**src/rtl/sram_bus_arbiter_if.sv**
```systemverilog
// sram_bus_arbiter_if: SRAM-like split address/data bus.
//   Requester side (master) drives req/wr/size/wstrb/addr/wdata and
//   receives addr_ok (address accepted), data_ok (response) and rdata.
//   The responder side (slave) sees the opposite directions.
interface sram_bus_arbiter_if;
  logic        req;
  logic        wr;
  logic [1:0]  size;
  logic [3:0]  wstrb;
  logic [31:0] addr;
  logic [31:0] wdata;
  logic        addr_ok;
  logic        data_ok;
  logic [31:0] rdata;

  modport master (
    output req, wr, size, wstrb, addr, wdata,
    input  addr_ok, data_ok, rdata
  );

  modport slave (
    input  req, wr, size, wstrb, addr, wdata,
    output addr_ok, data_ok, rdata
  );
endinterface

```
**src/rtl/sram_bus_arbiter.sv**
```systemverilog
// sram_bus_arbiter: shares one SRAM-like memory port between the
// instruction-fetch requester and the data requester.
//   clk, reset   : clock, synchronous active-high reset
//   inst (slave) : instruction-fetch requester bus
//   data (slave) : data requester bus
//   mem  (master): downstream memory bus
//   err_sticky   : set when a response arrives with nothing outstanding
// Data has priority unless inst has been passed over STARVE_LIMIT times in a
// row. The grant is locked until the address is accepted and exactly one
// transaction may be outstanding. Handshake outputs are combinational so the
// address can be accepted in the request cycle and the response forwarded in
// the cycle it arrives.
module sram_bus_arbiter #(
  parameter int unsigned STARVE_LIMIT = 4
) (
  input  logic                 clk,
  input  logic                 reset,
  sram_bus_arbiter_if.slave    inst,
  sram_bus_arbiter_if.slave    data,
  sram_bus_arbiter_if.master   mem,
  output logic                 err_sticky
);

  localparam int unsigned CNT_W = $clog2(STARVE_LIMIT + 1);
  localparam logic [CNT_W-1:0] CNT_MAX = CNT_W'(STARVE_LIMIT);

  localparam logic [2:0] IDLE      = 3'd0;
  localparam logic [2:0] REQ_INST  = 3'd1;
  localparam logic [2:0] REQ_DATA  = 3'd2;
  localparam logic [2:0] WAIT_INST = 3'd3;
  localparam logic [2:0] WAIT_DATA = 3'd4;

  logic [2:0]       state_q, state_d;
  logic [CNT_W-1:0] starve_cnt_q, starve_cnt_d;
  logic             err_sticky_q, err_sticky_d;

  logic own_data_c;   // mem fields and addr_ok belong to the data requester
  logic mem_req_c;
  logic grant_c;      // address handshake this cycle
  logic inst_dok_c;
  logic data_dok_c;
  logic waiting_c;

  // State, starvation counter and error flag registers
  always_ff @(posedge clk) begin
    if (reset) begin
      state_q      <= IDLE;
      starve_cnt_q <= '0;
      err_sticky_q <= 1'b0;
    end else begin
      state_q      <= state_d;
      starve_cnt_q <= starve_cnt_d;
      err_sticky_q <= err_sticky_d;
    end
  end

  // Next-state, arbitration and handshake decode
  always_comb begin
    state_d      = state_q;
    starve_cnt_d = starve_cnt_q;
    err_sticky_d = err_sticky_q;
    own_data_c   = 1'b0;
    mem_req_c    = 1'b0;
    grant_c      = 1'b0;
    inst_dok_c   = 1'b0;
    data_dok_c   = 1'b0;
    waiting_c    = 1'b0;

    case (state_q)
      IDLE: begin
        // Data wins unless inst is pending and has hit the starvation limit
        own_data_c = data.req && !(inst.req && (starve_cnt_q == CNT_MAX));
        mem_req_c  = inst.req || data.req;
        if (mem_req_c) begin
          if (mem.addr_ok) begin
            grant_c = 1'b1;
            state_d = own_data_c ? WAIT_DATA : WAIT_INST;
          end else begin
            state_d = own_data_c ? REQ_DATA : REQ_INST;
          end
        end
      end
      REQ_INST: begin
        mem_req_c = 1'b1;
        if (mem.addr_ok) begin
          grant_c = 1'b1;
          state_d = WAIT_INST;
        end
      end
      REQ_DATA: begin
        own_data_c = 1'b1;
        mem_req_c  = 1'b1;
        if (mem.addr_ok) begin
          grant_c = 1'b1;
          state_d = WAIT_DATA;
        end
      end
      WAIT_INST: begin
        waiting_c = 1'b1;
        if (mem.data_ok) begin
          inst_dok_c = 1'b1;
          state_d    = IDLE;
        end
      end
      WAIT_DATA: begin
        waiting_c  = 1'b1;
        own_data_c = 1'b1;
        if (mem.data_ok) begin
          data_dok_c = 1'b1;
          state_d    = IDLE;
        end
      end
      default: state_d = IDLE;
    endcase

    // Starvation counter moves only on an accepted address
    if (grant_c) begin
      if (own_data_c && inst.req) begin
        if (starve_cnt_q != CNT_MAX) begin
          starve_cnt_d = starve_cnt_q + CNT_W'(1);
        end
      end else begin
        starve_cnt_d = '0;
      end
    end

    // A response with nothing outstanding is dropped and flagged
    if (mem.data_ok && !waiting_c) begin
      err_sticky_d = 1'b1;
    end
  end

  // Handshake outputs, held inactive during reset
  always_comb begin
    mem.req      = mem_req_c && !reset;
    inst.addr_ok = grant_c && !own_data_c && !reset;
    data.addr_ok = grant_c && own_data_c && !reset;
    inst.data_ok = inst_dok_c && !reset;
    data.data_ok = data_dok_c && !reset;
    inst.rdata   = mem.rdata;
    data.rdata   = mem.rdata;
  end

  // Downstream field mux follows the current owner
  always_comb begin
    mem.wr    = own_data_c ? data.wr    : inst.wr;
    mem.size  = own_data_c ? data.size  : inst.size;
    mem.wstrb = own_data_c ? data.wstrb : inst.wstrb;
    mem.addr  = own_data_c ? data.addr  : inst.addr;
    mem.wdata = own_data_c ? data.wdata : inst.wdata;
  end

  assign err_sticky = err_sticky_q;

endmodule

```
**src/flat_wrapper.sv**
```systemverilog
// flat-port wrapper written by rule: the top's interface ports become plain ports
module sram_bus_arbiter_flat 
#(
  parameter int unsigned STARVE_LIMIT = 4
)
  (clk, reset, err_sticky, inst_req, inst_wr, inst_size, inst_wstrb, inst_addr, inst_wdata, inst_addr_ok, inst_data_ok, inst_rdata, data_req, data_wr, data_size, data_wstrb, data_addr, data_wdata, data_addr_ok, data_data_ok, data_rdata, mem_req, mem_wr, mem_size, mem_wstrb, mem_addr, mem_wdata, mem_addr_ok, mem_data_ok, mem_rdata);
  sram_bus_arbiter_if inst_i ();
  sram_bus_arbiter_if data_i ();
  sram_bus_arbiter_if mem_i ();
  input  logic clk;
  input  logic reset;
  output logic err_sticky;
  input wire logic [$bits(inst_i.req)-1:0] inst_req;
  input wire logic [$bits(inst_i.wr)-1:0] inst_wr;
  input wire logic [$bits(inst_i.size)-1:0] inst_size;
  input wire logic [$bits(inst_i.wstrb)-1:0] inst_wstrb;
  input wire logic [$bits(inst_i.addr)-1:0] inst_addr;
  input wire logic [$bits(inst_i.wdata)-1:0] inst_wdata;
  output wire logic [$bits(inst_i.addr_ok)-1:0] inst_addr_ok;
  output wire logic [$bits(inst_i.data_ok)-1:0] inst_data_ok;
  output wire logic [$bits(inst_i.rdata)-1:0] inst_rdata;
  input wire logic [$bits(data_i.req)-1:0] data_req;
  input wire logic [$bits(data_i.wr)-1:0] data_wr;
  input wire logic [$bits(data_i.size)-1:0] data_size;
  input wire logic [$bits(data_i.wstrb)-1:0] data_wstrb;
  input wire logic [$bits(data_i.addr)-1:0] data_addr;
  input wire logic [$bits(data_i.wdata)-1:0] data_wdata;
  output wire logic [$bits(data_i.addr_ok)-1:0] data_addr_ok;
  output wire logic [$bits(data_i.data_ok)-1:0] data_data_ok;
  output wire logic [$bits(data_i.rdata)-1:0] data_rdata;
  output wire logic [$bits(mem_i.req)-1:0] mem_req;
  output wire logic [$bits(mem_i.wr)-1:0] mem_wr;
  output wire logic [$bits(mem_i.size)-1:0] mem_size;
  output wire logic [$bits(mem_i.wstrb)-1:0] mem_wstrb;
  output wire logic [$bits(mem_i.addr)-1:0] mem_addr;
  output wire logic [$bits(mem_i.wdata)-1:0] mem_wdata;
  input wire logic [$bits(mem_i.addr_ok)-1:0] mem_addr_ok;
  input wire logic [$bits(mem_i.data_ok)-1:0] mem_data_ok;
  input wire logic [$bits(mem_i.rdata)-1:0] mem_rdata;
  assign inst_i.req = inst_req;
  assign inst_i.wr = inst_wr;
  assign inst_i.size = inst_size;
  assign inst_i.wstrb = inst_wstrb;
  assign inst_i.addr = inst_addr;
  assign inst_i.wdata = inst_wdata;
  assign inst_addr_ok = inst_i.addr_ok;
  assign inst_data_ok = inst_i.data_ok;
  assign inst_rdata = inst_i.rdata;
  assign data_i.req = data_req;
  assign data_i.wr = data_wr;
  assign data_i.size = data_size;
  assign data_i.wstrb = data_wstrb;
  assign data_i.addr = data_addr;
  assign data_i.wdata = data_wdata;
  assign data_addr_ok = data_i.addr_ok;
  assign data_data_ok = data_i.data_ok;
  assign data_rdata = data_i.rdata;
  assign mem_req = mem_i.req;
  assign mem_wr = mem_i.wr;
  assign mem_size = mem_i.size;
  assign mem_wstrb = mem_i.wstrb;
  assign mem_addr = mem_i.addr;
  assign mem_wdata = mem_i.wdata;
  assign mem_i.addr_ok = mem_addr_ok;
  assign mem_i.data_ok = mem_data_ok;
  assign mem_i.rdata = mem_rdata;
  sram_bus_arbiter #(.STARVE_LIMIT(STARVE_LIMIT)) u_core (.clk(clk), .reset(reset), .inst(inst_i), .data(data_i), .mem(mem_i), .err_sticky(err_sticky));
endmodule
```
**config.mk**
```make
export PLATFORM = sky130hd
export DESIGN_NAME = sram_bus_arbiter_flat
export DESIGN_NICKNAME = d
export VERILOG_FILES = /design/src/rtl/sram_bus_arbiter_if.sv /design/src/rtl/sram_bus_arbiter.sv /design/src/flat_wrapper.sv
export SDC_FILE = /design/constraint.sdc
export NUM_CORES = 1
export LEC_CHECK = 0
export ABC_AREA = 0
export CAP_MARGIN = 10
export CORE_AREA = 2 2 126 128
export CTS_BUF_LIST = sky130_fd_sc_hd__clkbuf_4 sky130_fd_sc_hd__clkbuf_8
export CTS_CLUSTER_SIZE = 10
export DETAILED_ROUTE_END_ITERATION = 10
export DIE_AREA = 0 0 128 130
export GPL_ROUTABILITY_DRIVEN = 0
export PLACE_DENSITY = 0.63
export RECOVER_POWER = 50
export SLEW_MARGIN = 20
export SYNTH_ARGS = -nofsm -noshare
export SYNTH_HDL_FRONTEND = slang
export SYNTH_SLANG_ARGS = --single-unit
```
**constraint.sdc**
```tcl
create_clock -name clk -period 2.6 [get_ports clk]
set_input_delay 0.78 -clock clk [delete_from_list [all_inputs] [get_ports clk]]
set_output_delay 0.78 -clock clk [all_outputs]
set_load 0.02 [all_outputs]
```
==> results of run 1 <==
==> what timing repair did <==
item	in CTS	in global routing
buffers inserted	21	2
hold endpoints to repair	0	0
setup endpoints to repair	76	74
pin swaps	7	2
gates cloned	7	0
gates resized for setup	479	31
==> registers in the layout, indices dropped and copies added, names as in the netlist <==
register / cells
u_core.starve_cnt_q: 3
u_core.state_q: 3
u_core.err_sticky: 1
==> layout make-up <==
| cell class | instances | area, um2 | share of cell area, % |
|---|---|---|---|
| Inverter | 3 | 11.3 | 0.237 |
| Tap cell | 192 | 240 | 5.06 |
| Multi-Input combinational cell | 125 | 1450 | 30.5 |
| Clock buffer | 3 | 41.3 | 0.870 |
| Clock inverter | 1 | 5.00 | 0.105 |
| Sequential cell | 7 | 140 | 2.95 |
| Timing Repair Buffer | 270 | 2860 | 60.3 |
==> where the power goes <==
group	switching (mW)	internal, mW
clock	0.0534	0.104
sequential	0.0204	0.129
combinational	1.61	2.24
==> path summary, 6_finish.rpt <==
kind	startpoint	end	slack (ns)	cells past startpoint
worst max-delay path	data_req	mem_addr[7]	-0.28	8
worst min-delay path	u_core.err_sticky$_SDFFE_PP0P_	u_core.err_sticky$_SDFFE_PP0P_	0.47	2
worst max register to register	u_core.state_q[0]$_SDFFE_PP0P_	u_core.starve_cnt_q[0]$_SDFFE_PP0P_	0.73	6
worst min register to register	u_core.err_sticky$_SDFFE_PP0P_	u_core.err_sticky$_SDFFE_PP0P_	0.47	2
==> metrics by stage <==
step           instance area (um2)  setup TNS, ns  power (mW)  utilization, %  worst slack (ns)
2_1_floorplan                 1880         -0.894        1.77               -           -0.0298
3_3_place_gp                  4020         -81.71        2.85            26.1             -1.22
3_5_place_dp                  4020         -78.31        2.87            26.1             -1.16
4_1_cts                       4740         -18.23        4.28            30.7            -0.327
5_1_grt                       4750         -18.43        4.37            30.8            -0.325
6_report                      4750         -15.12        4.16            30.8            -0.283
==> cell families (layout without fill, tap and decap cells) <==
kind of cell,after synthesis,after routing,share of synthesized area (%)
fa+ha+maj,3,3,2.00
xor+xnor,2,2,0.935
mux,73,73,43.8
simple gates,35,35,10.6
compound gates,12,12,4.88
buf+inv,79,277,30.3
flops,7,7,7.48
==> layout by cell type (no fill, tap or decap), drive strengths merged, types with 2 or more instances in the layout <==
master           n
a211oi           2
a21oi            2
and2             2
and3             2
buf            123
clkbuf           3
clkdlybuf4s50  144
dfxtp            7
ha               3
inv              3
mux2            71
mux2i            2
nand2            7
nand3            3
nand4            2
nor2             7
nor2b            2
nor3             2
nor3b            3
o21ai            3
o31ai            2
==> layer usage <==
metal  global-route usage, %  vias up  routed length, um  part of all wire, %
li1                        -     1079                  -                    -
met1                    15.4     1102               4600                   40
met2                    21.2      197               5420                   47
met3                    5.13       23               1500                   13
met4                    1.94        0                115                 0.99
met5                       0        -                  0                    0
==> worst max-delay path: stages <==
cell	delay [ns]
buf_6	0.07
nor3b_4	0.20
o2bb2ai_4	0.16
buf_12	0.19
buf_12	0.13
buf_16	0.12
mux2_4	0.31
buf_6	0.13
==> results by group, run 1 <==
Clock network
  • Post-CTS Hold Fix Bufs: 0
  • Bufs on Longest Clock Path: 2
  • CTS tree: done
  • Clock root cell: clkbuf_8
  • Sink Count: 7
  • Total CTS buffers: 3
  • CTS H-tree lvls: 1
  • Clk pin slew, worst setup/hold paths: about 0.040 ns
  • Later-pin clock latency in the skew report: 0.23 ns

GRT
  • Grt total ovfl: 0
  • GRT Util Overall: around an eighth
  • Initial antenna violation count: 0
  • Pin count of the biggest net entering global routing: 13
  • Vias in the first global route: 2523
  • First-pass GRT wire length: 15600 um

Logic synthesis
  • Async SR Flop Fraction: 0%
  • Yosys warns: 0
  • Average cell area after synthesis: about 9 um2
  • Mapped Cells: around 210
  • Register bit total from synthesis: 7
  • Post-Syn Area: 0.00187 mm2
  • Area leader, netlist: mux2_2
  • Area contributors post-synth: mux2_2, buf_4, dfxtp_1
  • Most common cell in the netlist: mux2_2
  • Syn Nets: approximately 400
  • Netlist cell types: 34
  • Seq/Total Area, Yosys: roughly 7.5%
  • Most used DFF post-synth: dfxtp_1
  • Post-synth top area share: ~43%
  • Synth top cells by count: mux2_2, buf_4, dfxtp_1, nand2_1, nor2_1
  • Post-synth EDFFs: 0

Cells and area
  • Antenna fix cells: 0
  • Final Net Count: around 600
  • Layout cell share with drive strength beyond 1: between 50% and 60%
  • Filler Cells Inserted: roughly 1600
  • Fin cells: 601
  • Synth-to-layout area growth: 153%

Drt
  • Via density: 4.00
  • Post-Route WL: between 10000 and 15000 um
  • DRC: 0
  • Initial DRC count: 43
  • Routed wire per std cell: between 15 and 20 um
  • ANT nets after route: 0
  • Pre-antenna DRT Iters: 4
  • Vias: 2401

Timing
  • Worst Tran Pin Value: roughly 0.34 ns
  • Worst hold slack: ~0.47 ns
  • Final hold vios: 0
  • Fmax: about 350 MHz
  • Unrepaired setup endpoints after global routing: yes
  • Setup Viol. Count Final: 74
  • Fin crit share: 111%
  • Clock skew: between 0.005 and 0.006 ns
  • Tmin final: 2.88 ns
  • Setup ws final: -0.283 ns
  • Slew Viols, Final: 0
  • Slew headroom: 77.0%

Setup path
  • Setup Crit Path Kind: in2out
  • Crit path capture type: primary output
  • Critical Path Source Type: primary input
  • Worst-path maximum fanout: 8
  • Crit path DAT: between 2 and 2.5 ns
  • CP required: ~1.8 ns

Die
  • Die X: between 100 and 150 um
  • Starting Density: approximately an eighth
  • Row count: 46
  • Die ar.: between 0.015 and 0.02 mm2
  • Die Ht: approximately 130 um
  • I/O Pins: ~320
  • Core area: 0.0154 mm2

Pwr
  • Pwr/cell area: about 880 mW/mm2
  • Pleak: just over 2 nW
  • VDD IR max: roughly 430 uV

Run status
  • Status: finished with violations
  • Failing checks: negative setup slack

Run
  • Max-Cap Viols: 0

Placed design
  • Port-buffer cells: 224
  • DPL Wire Length: approximately 9000 um
  • Placed Cells: 573

Hold path
  • Min-delay worst type: reg2reg
Note: power is estimated with default switching activity, not from simulation.
==> run 2, diff against run 1 <==
--- a/config.mk
+++ b/config.mk
@@ -6,6 +6,7 @@
 export NUM_CORES = 1
 export LEC_CHECK = 0
 export ABC_AREA = 0
+export ABC_CLOCK_PERIOD_IN_PS = 2600
 export CAP_MARGIN = 10
 export CORE_AREA = 2 2 126 128
 export CTS_BUF_LIST = sky130_fd_sc_hd__clkbuf_4 sky130_fd_sc_hd__clkbuf_8
==> results of run 2 <==
Same layout as run 1: the final DEF is identical, and so are final timing and power.
